$ cat src/rtl/apb_gpio_if.sv
// APB3 bus bundle between the AHB-to-APB bridge (master) and a GPIO slave.
// The master drives the select, address, control and write data; the slave returns PRDATA, PREADY and PSLVERR.
interface apb_gpio_if;
  logic [15:0] PSEL;
  logic [31:0] PADDR;
  logic        PENABLE;
  logic        PWRITE;
  logic [31:0] PWDATA;
  logic [31:0] PRDATA;
  logic        PREADY;
  logic        PSLVERR;

  modport master (
    output PSEL, PADDR, PENABLE, PWRITE, PWDATA,
    input  PRDATA, PREADY, PSLVERR
  );

  modport slave (
    input  PSEL, PADDR, PENABLE, PWRITE, PWDATA,
    output PRDATA, PREADY, PSLVERR
  );
endinterface

$ cat src/rtl/apb_gpio_slave.sv
// APB3 GPIO slave. It has programmable wait states, synchronised inputs and per-bit edge/level interrupts.
// Define APB_GPIO_OE_EN to add the RW output-enable register at 0x14. Without it, GPIO_OE is tied to all ones.
module apb_gpio_slave #(
  parameter int IO_NUM      = 8,
  parameter int WAIT_STATES = 0,
  parameter int PSEL_BIT    = 1
) (
  input  logic              PCLK,
  input  logic              PRESET,
  apb_gpio_if.slave         apb,
  input  logic [IO_NUM-1:0] GPIO_IN,
  output logic [IO_NUM-1:0] GPIO_OUT,
  output logic [IO_NUM-1:0] GPIO_OE,
  output logic              INT
);

  localparam logic [2:0] WS           = 3'(WAIT_STATES);
  localparam logic [7:0] OFF_DATA_OUT = 8'h00;
  localparam logic [7:0] OFF_DATA_IN  = 8'h04;
  localparam logic [7:0] OFF_INT_EN   = 8'h08;
  localparam logic [7:0] OFF_INT_TYPE = 8'h0C;
  localparam logic [7:0] OFF_INT_STAT = 8'h10;
`ifdef APB_GPIO_OE_EN
  localparam logic [7:0] OFF_OE       = 8'h14;
`endif

  typedef enum logic {IDLE, ACCESS} state_t;

  state_t            state, state_nxt;
  logic [2:0]        cnt, cnt_nxt;
  logic              sel, ready, complete, addr_err, wr_en;
  logic [7:0]        off;
  logic [31:0]       rd_data;
  logic [IO_NUM-1:0] data_out, int_en, int_type, int_stat;
  logic [IO_NUM-1:0] sync1, sync2, prev, int_set, w1c;
  logic              int_q;
  logic              unused_bits;

  assign sel = apb.PSEL[PSEL_BIT];
  assign off = apb.PADDR[7:0];

  // Only PSEL[PSEL_BIT], PADDR[7:0] and PWDATA[IO_NUM-1:0] matter. The rest is folded here.
  assign unused_bits = ^{apb.PSEL, apb.PADDR, apb.PWDATA};

  // Transfer FSM: next state, wait counter and ready.
  always_comb begin
    // NOTE: every output of this block gets a default first, so no path can infer a latch.
    state_nxt = state;
    cnt_nxt   = cnt;
    ready     = 1'b0;
    case (state)
      IDLE: begin
        if (sel && !apb.PENABLE) begin
          state_nxt = ACCESS;
          cnt_nxt   = '0;
        end
      end
      ACCESS: begin
        if (!sel) begin
          state_nxt = IDLE;
        end else if (!apb.PENABLE) begin
          cnt_nxt = '0;  // a fresh setup phase restarts the wait count
        end else if (cnt == WS) begin
          ready     = 1'b1;
          state_nxt = IDLE;
        end else begin
          cnt_nxt = cnt + 3'd1;
        end
      end
      default: state_nxt = IDLE;
    endcase
  end

  // A transfer that coincides with reset is abandoned rather than completed.
  assign complete = ready & ~PRESET;
  assign wr_en    = complete & apb.PWRITE & ~addr_err;

  // Address decode and read mux. Read data is zero-extended to 32 bits.
  always_comb begin
    addr_err = 1'b0;
    rd_data  = '0;
    case (off)
      OFF_DATA_OUT: rd_data[IO_NUM-1:0] = data_out;
      OFF_DATA_IN:  rd_data[IO_NUM-1:0] = sync2;
      OFF_INT_EN:   rd_data[IO_NUM-1:0] = int_en;
      OFF_INT_TYPE: rd_data[IO_NUM-1:0] = int_type;
      OFF_INT_STAT: rd_data[IO_NUM-1:0] = int_stat;
`ifdef APB_GPIO_OE_EN
      OFF_OE:       rd_data[IO_NUM-1:0] = GPIO_OE;
`endif
      default:      addr_err = 1'b1;
    endcase
  end

  assign apb.PREADY  = complete;
  assign apb.PSLVERR = complete & addr_err;
  assign apb.PRDATA  = (complete && !apb.PWRITE && !addr_err) ? rd_data : '0;

  assign w1c     = (wr_en && off == OFF_INT_STAT) ? apb.PWDATA[IO_NUM-1:0] : '0;
  assign int_set = int_en & ((int_type & sync2 & ~prev) | (~int_type & sync2));

  always_ff @(posedge PCLK) begin
    // NOTE: all state uses non-blocking assignment. Every flop then samples pre-edge values, like hardware does.
    if (PRESET) begin
      state <= IDLE;
      cnt   <= '0;
    end else begin
      state <= state_nxt;
      cnt   <= cnt_nxt;
    end
  end

  always_ff @(posedge PCLK) begin
    if (PRESET) begin
      data_out <= '0;
      int_en   <= '0;
      int_type <= '0;
      int_stat <= '0;
      sync1    <= '0;
      sync2    <= '0;
      prev     <= '0;
      int_q    <= 1'b0;
    end else begin
      sync1    <= GPIO_IN;
      sync2    <= sync1;
      prev     <= sync2;
      // A new event outranks a write-1-to-clear on the same edge.
      int_stat <= (int_stat & ~w1c) | int_set;
      int_q    <= |int_stat;
      if (wr_en) begin
        case (off)
          OFF_DATA_OUT: data_out <= apb.PWDATA[IO_NUM-1:0];
          OFF_INT_EN:   int_en   <= apb.PWDATA[IO_NUM-1:0];
          OFF_INT_TYPE: int_type <= apb.PWDATA[IO_NUM-1:0];
          default: ;
        endcase
      end
    end
  end

`ifdef APB_GPIO_OE_EN
  logic [IO_NUM-1:0] oe;

  always_ff @(posedge PCLK) begin
    if (PRESET) begin
      oe <= '0;
    end else if (wr_en && off == OFF_OE) begin
      oe <= apb.PWDATA[IO_NUM-1:0];
    end
  end

  assign GPIO_OE = oe;
`else
  assign GPIO_OE = '1;
`endif

  assign GPIO_OUT = data_out;
  assign INT      = int_q;

endmodule

$ cat src/flat_wrapper.sv
// flat-port wrapper written by rule: the top's interface ports become plain ports
module apb_gpio_slave_flat 
#(
  parameter int IO_NUM      = 8,
  parameter int WAIT_STATES = 0,
  parameter int PSEL_BIT    = 1
)
  (PCLK, PRESET, GPIO_IN, GPIO_OUT, GPIO_OE, INT, apb_PSEL, apb_PADDR, apb_PENABLE, apb_PWRITE, apb_PWDATA, apb_PRDATA, apb_PREADY, apb_PSLVERR);
  apb_gpio_if apb_i ();
  input  logic PCLK;
  input  logic PRESET;
  input  logic [IO_NUM-1:0] GPIO_IN;
  output logic [IO_NUM-1:0] GPIO_OUT;
  output logic [IO_NUM-1:0] GPIO_OE;
  output logic INT;
  input wire logic [$bits(apb_i.PSEL)-1:0] apb_PSEL;
  input wire logic [$bits(apb_i.PADDR)-1:0] apb_PADDR;
  input wire logic [$bits(apb_i.PENABLE)-1:0] apb_PENABLE;
  input wire logic [$bits(apb_i.PWRITE)-1:0] apb_PWRITE;
  input wire logic [$bits(apb_i.PWDATA)-1:0] apb_PWDATA;
  output wire logic [$bits(apb_i.PRDATA)-1:0] apb_PRDATA;
  output wire logic [$bits(apb_i.PREADY)-1:0] apb_PREADY;
  output wire logic [$bits(apb_i.PSLVERR)-1:0] apb_PSLVERR;
  assign apb_i.PSEL = apb_PSEL;
  assign apb_i.PADDR = apb_PADDR;
  assign apb_i.PENABLE = apb_PENABLE;
  assign apb_i.PWRITE = apb_PWRITE;
  assign apb_i.PWDATA = apb_PWDATA;
  assign apb_PRDATA = apb_i.PRDATA;
  assign apb_PREADY = apb_i.PREADY;
  assign apb_PSLVERR = apb_i.PSLVERR;
  apb_gpio_slave #(.IO_NUM(IO_NUM), .WAIT_STATES(WAIT_STATES), .PSEL_BIT(PSEL_BIT)) u_core (.PCLK(PCLK), .PRESET(PRESET), .apb(apb_i), .GPIO_IN(GPIO_IN), .GPIO_OUT(GPIO_OUT), .GPIO_OE(GPIO_OE), .INT(INT));
endmodule
$ cat config.mk
export PLATFORM = sky130hd
export DESIGN_NAME = apb_gpio_slave_flat
export DESIGN_NICKNAME = d
export VERILOG_FILES = /design/src/rtl/apb_gpio_if.sv /design/src/rtl/apb_gpio_slave.sv /design/src/flat_wrapper.sv
export SDC_FILE = /design/constraint.sdc
export NUM_CORES = 1
export LEC_CHECK = 0
export ABC_AREA = 0
export BUFFER_PORTS_ARGS = -buffer_cell sky130_fd_sc_hd__buf_2
export CAP_MARGIN = 30
export CORE_MARGIN = 4
export CORE_UTILIZATION = 46
export DETAILED_ROUTE_END_ITERATION = 12
export PLACE_DENSITY = 0.83
export SETUP_SLACK_MARGIN = 0.05
export SYNTH_ARGS = -nofsm -noshare
export SYNTH_HDL_FRONTEND = slang
export SYNTH_SLANG_ARGS = --single-unit
$ cat constraint.sdc
create_clock -name PCLK -period 2.49 [get_ports PCLK]
set_clock_uncertainty 0.05 [all_clocks]
set_input_delay 0.3735 -clock PCLK [delete_from_list [all_inputs] [get_ports PCLK]]
set_output_delay 0.3735 -clock PCLK [all_outputs]
set_load 0.01 [all_outputs]
== Word-level counts from Yosys, hierarchy flattened ==
Cells that the tools add are included.

* Add/subtract/negate cells: 1
* $mul: 0
* Div/mod/pow operators: 0
* Order comparisons: 0
* Equality and inequality tests: 7
* Shifts and indexed selects: 0
* Muxes and demuxes: 18
* Bitwise gates (word level): 16
* Reduce and logical (&&, ||, !) cells: 14

{| class="wikitable"
|+ Operators by type and width
! kind !! count
|-
| 8-bit AND || 5
|-
| 8-bit one-hot mux with 5 select lines || 1
|-
| 8-bit NOT || 3
|-
| 8-bit by 4-bit == test with 1-bit output, second input constant || 2
|-
| 8-bit 2-to-1 mux || 2
|-
| 8-bit bitwise OR || 2
|-
| 3-bit 2-to-1 mux || 4
|-
| 1-bit 2-to-1 mux || 9
|-
| 8-bit by 3-bit == test with 1-bit output, second input constant || 1
|-
| 8-bit by 5-bit == test with 1-bit output, second input constant || 1
|-
| 8-bit zero test || 1
|-
| 8-bit OR reduction || 1
|-
| 3-bit one-hot mux with 2 select lines || 1
|-
| 2-bit AND reduction || 3
|-
| 5-bit OR reduction || 1
|-
| 1-bit AND || 4
|-
| 1-bit logical AND || 4
|-
| 3-bit by 1-bit adder with 3-bit output, second input constant || 1
|-
| 3-bit zero test || 1
|-
| 3-bit inequality test, second input constant || 1
|-
| 3-bit AND reduction || 1
|-
| 1-bit zero test || 2
|-
| 2-bit by 1-bit inequality test with 1-bit output, second input constant || 1
|-
| 2-bit inequality test, second input constant || 1
|-
| other kinds (2) || 3
|}

* Register bits: 61
* Latch bits: 0
* Bits in writable memories: 0
* Memory bits (read-only): 0
* Input bits: 92
* Output and inout port bits: 51
* Word-level logic and storage cells: 66
* Memories kept: 0

== Depth between registers and ports, before layout ==
* Depth in word-level cells: 13
* Depth in mapped cells: 7
* Gate-level depth less buffers: 6

== Worst setup path after synthesis ==
No wires, ideal clock.

* Path kind: reg2out
* Start: register u_core.cnt[0]
* End: output apb_PRDATA[0]
* Data arrival time: 1.650 ns
* Data required time: 2.067 ns
* Path slack: 0.417 ns
* Stages on the path, launching flop included: 8
* Path buffers: 1
* Cells stage by stage: dfxtp_1 inv_1 ha_1 and4bb_1 nand4_1 or3_1 buf_6 nor2_1

* Cells in the longest elaborated chain, start to end: 9

{| class="wikitable"
|+ RTL lines
! element !! line !! RTL
|-
| start, declared || apb_gpio_slave.sv:30 || <nowiki>logic [2:0] cnt, cnt_nxt;</nowiki>
|-
| start signal, assigned || apb_gpio_slave.sv:109 || <nowiki>cnt <= cnt_nxt;</nowiki>
|-
| 3-bit zero test || apb_gpio_slave.sv:63 || <nowiki>end else if (cnt == WS) begin</nowiki>
|-
| 1-bit 2-to-1 mux || apb_gpio_slave.sv:63 ||
|-
| 1-bit 2-to-1 mux || apb_gpio_slave.sv:61 || <nowiki>end else if (!apb.PENABLE) begin</nowiki>
|-
| 1-bit 2-to-1 mux || apb_gpio_slave.sv:59 || <nowiki>if (!sel) begin</nowiki>
|-
| 1-bit 2-to-1 mux || apb_gpio_slave.sv:51 || <nowiki>case (state)</nowiki>
|-
| 1-bit AND || apb_gpio_slave.sv:75 || <nowiki>assign complete = ready & ~PRESET;</nowiki>
|-
| 1-bit logical AND (2 in a row) || apb_gpio_slave.sv:97 || <nowiki>assign apb.PRDATA = (complete && !apb.PWRITE && !addr_err) ? rd_data : '0;</nowiki>
|-
| 8-bit 2-to-1 mux || apb_gpio_slave.sv:97 ||
|-
| end, declared || flat_wrapper.sv:21 || <nowiki>output wire logic [$bits(apb_i.PRDATA)-1:0] apb_PRDATA;</nowiki>
|}

No other way between the ends.

== Worst setup path after layout ==
* Start: register u_core.cnt[1]
* End: output apb_PRDATA[6]

The elaborated chain is that of the path after synthesis.

==> impl_results.md <==
* CTS H-tree lvls at 3
* I/O Pins at between 100 and 150
* Final TNS setup at 0 ns
* Final instance area at 3320 sq um
* Cell Pwr Density at ~630 nW/um^2
* Final core utilization at 55.7%
* Ys flop type: dfxtp_1
* RePlAce Congestion at between 0.8 and 0.9
* Share of synthesized registers carrying an async set or reset at 0%
* Commonest cells after routing, fill and taps aside: 59 x dfxtp_1, 44 x buf_2, 33 x nand2b_1, 32 x conb_1, 25 x nor2b_1
* Max-slew violation count at 0
* Min-delay src: GPIO_IN[7]
* Cell count after synthesis at 292
* WHS at around 0.21 ns
* Slew headroom at roughly three fifths
* Largest net degree at the start of global routing at 70
* Placed cells at 402
* Total grt overflow at 0
* Worst Setup SP: u_core.cnt[1]
* Sequential fraction of the synthesis area at 42.8%
* FP Rows at 28
* Worst Tran Pin Value at approximately 0.6 ns
* Yosys warning count at 0
* Post-synth EDFFs at 0
* Vias in the first global route at 2084
* Simple-gate area share of the yosys netlist at 23.6%
* DR WL/cell at about 14 um
* Num CTS Buffers at 9
* Setup violations, final at 0
* Cell Area, Synth at between 2000 and 3000 sq um
* Die X at about 87 um
* Clock Path Buffers at 2
* Fmax at between 400 and 500 MHz
* Hold Crit Class: in -> reg
* Crit path DAT at between 1.5 and 2 ns
* Critical Path End: apb_PRDATA[6]
* Peak supply drop at ~400 uV
* Post-Synth XOR/XNOR Area at less than 1%
* Drt pass-1 iters at 4
* Port Buf Inserts at 47
* Clk slew on worst S/H paths at about 0.06 ns
* Share of cells above drive strength 1 at a little over a quarter
* Post-synthesis mux area share at 14.7%
* Cell variety after synth at 35
* Post-layout nets at about 430
* Crit Path Max Fanout at 8
* Most common cell after layout, fill and taps aside: dfxtp_1
* Startpoint types: flop
* Syn Area/Cell at roughly 9.8 sq um
* Via-to-Cell Ratio at a little over 5
* Ant. Diodes at 0
* Leakage at 1.40 nW
* DRT Wirelength at just under 6000 um
* Reg2reg end: u_core.GPIO_OUT[0]
* Worst R2R Path Depth at 6
* CTS root buffer: clkbuf_8
* Detailed Place HPWL at slightly above 4000 um
* Total number of vias at ~2100
* Global-route wire length before repair at 9720 um
* Slack of the worst reg-to-reg path at approximately 0.56 ns
* All-layer global routing usage at between 10% and 20%
* Core Area at around 6000 sq um
* Pre-CTS setup slack at 0.218 ns
* Final hold vios at 0
* Placed cell areas at ~3000 sq um
* Tmin final at roughly 2.4 ns
* Critical Setup Path Class: reg -> out
* Die height at roughly 87 um
* Post-synthesis sequential element count at 61
* Crit path capture type: primary output
* Post-route ant nets at 0
* Worst Slack Setup Final at 0.0961 ns
* Final Non-Filler Cells at ~420
* Final Cycle Share at between 90% and 100%
* Initial antenna violation count at 0
* CTS sink count at between 60 and 70
* Status: completed
* Worst Path Required at just over 2 ns
* Area fraction in compound gates after synthesis at between 5 and 6%
* Main combinational cell family by area after synthesis: simple AND/OR/NAND/NOR gates
* Number of max-cap violations at 0
* Die area at approximately 7500 sq um
* CTS tree: yes
* Layout area overhead at 16.1%
* Clk Latency, worst-skew pair at roughly 0.32 ns
* Power consumption at approximately 2.1 mW
* Initial DRC Count at 146
* Number of fillers in the final layout at 531
* Adder-cell share of the synthesized area at less than 1%
* RSZ-0062 raised after global routing: yes
* Initial core utilization at between 40% and 50%
* DRC violation count after routing at 0
* Critical R2R Launch: u_core.cnt[1]
-- synthesized netlist by cell type, drive strengths merged, types with 2 or more instances --
| cell | n | area share [%] |
|---|---|---|
| conb | 2 | 0.26 |
| o21ai | 8 | 1.4 |
| nor2b | 25 | 5.5 |
| nor3 | 3 | 0.53 |
| a22oi | 8 | 2.1 |
| or3 | 2 | 0.44 |
| and2 | 2 | 0.44 |
| nand3 | 16 | 2.8 |
| buf | 39 | 10 |
| nor2 | 13 | 2.0 |
| nand4 | 4 | 0.88 |
| nor4 | 2 | 0.44 |
| mux2i | 24 | 8.4 |
| ha | 2 | 0.88 |
| dfxtp | 61 | 43 |
| clkbuf | 7 | 0.92 |
| nand2b | 33 | 7.2 |
| inv | 2 | 0.26 |
| nand2 | 11 | 1.4 |
| mux4 | 8 | 6.3 |
| a21oi | 10 | 1.8 |
-- critical path: stages (launching register included) --
cell	delay (ns)
dfxtp_2	0.33
inv_2	0.06
ha_4	0.12
and4bb_1	0.24
nand4_1	0.13
or3_4	0.51
nor2_2	0.12
buf_2	0.14
-- layer usage --
layer  track usage [%]  routed length, um  up-vias
met3              4.47                457       11
met4              8.78                119        0
met2              26.8               2940       92
met5                 0                  0        -
met1              20.5               2440      986
li1                  -                  -     1031
-- worst min-delay path by stage --
stage / endpoint / slack, ns / cells after the start
after floorplan: u_core.sync2[0] / 0.36 / 1
after global placement: u_core.sync2[4] / 0.37 / 1
after detailed placement: u_core.sync2[5] / 0.37 / 1
after CTS: u_core.sync1[6] / 0.20 / 2
after global routing: u_core.sync1[7] / 0.20 / 2
final: u_core.sync1[7] / 0.21 / 2
-- layout make-up --
cell class | instances | area, sq um | share of cell area, %
Multi-Input combinational cell | 212 | 1470 | 44.3
Sequential cell | 61 | 1220 | 36.9
Inverter | 3 | 11.3 | 0.340
Clock buffer | 12 | 155 | 4.68
Tap cell | 75 | 93.8 | 2.83
Timing Repair Buffer | 52 | 292 | 8.79
Clock inverter | 4 | 70.1 | 2.11
-- cell families after synthesis --
| logic type | count (synthesis) |
|---|---|
| AND/OR/NAND/NOR | 116 |
| flip-flops | 61 |
| buffers and inverters | 49 |
| multiplexers | 32 |
| AO/OA/AOI/OAI | 28 |
| adder cells (fa/ha/maj) | 2 |
| other | 2 |
| XOR/XNOR | 2 |
-- flip-flops by register name, indices dropped and copies added (netlist names) --
| name | flops |
|---|---|
| u_core.state | 1 |
| u_core.INT | 1 |
| u_core.int_en | 8 |
| u_core.int_stat | 8 |
| u_core.int_type | 8 |
| u_core.sync2 | 8 |
| u_core.prev | 8 |
| u_core.GPIO_OUT | 8 |
| u_core.cnt | 3 |
| u_core.sync1 | 8 |
-- what timing repair did --
| action | CTS | global route |
|---|---|---|
| gates resized for setup | 3 | 16 |
| setup endpoints to repair | 8 | 8 |
| pin swaps | 1 | 12 |
| buffers inserted | 0 | 1 |
| hold buffers | 0 | 0 |
-- power by group --
part	internal (mW)	switching, mW
logic	0.0491	0.0804
registers	0.992	0.00693
clock network	0.615	0.350
total	1.66	0.437
Note: power is estimated with default switching activity, not from simulation.
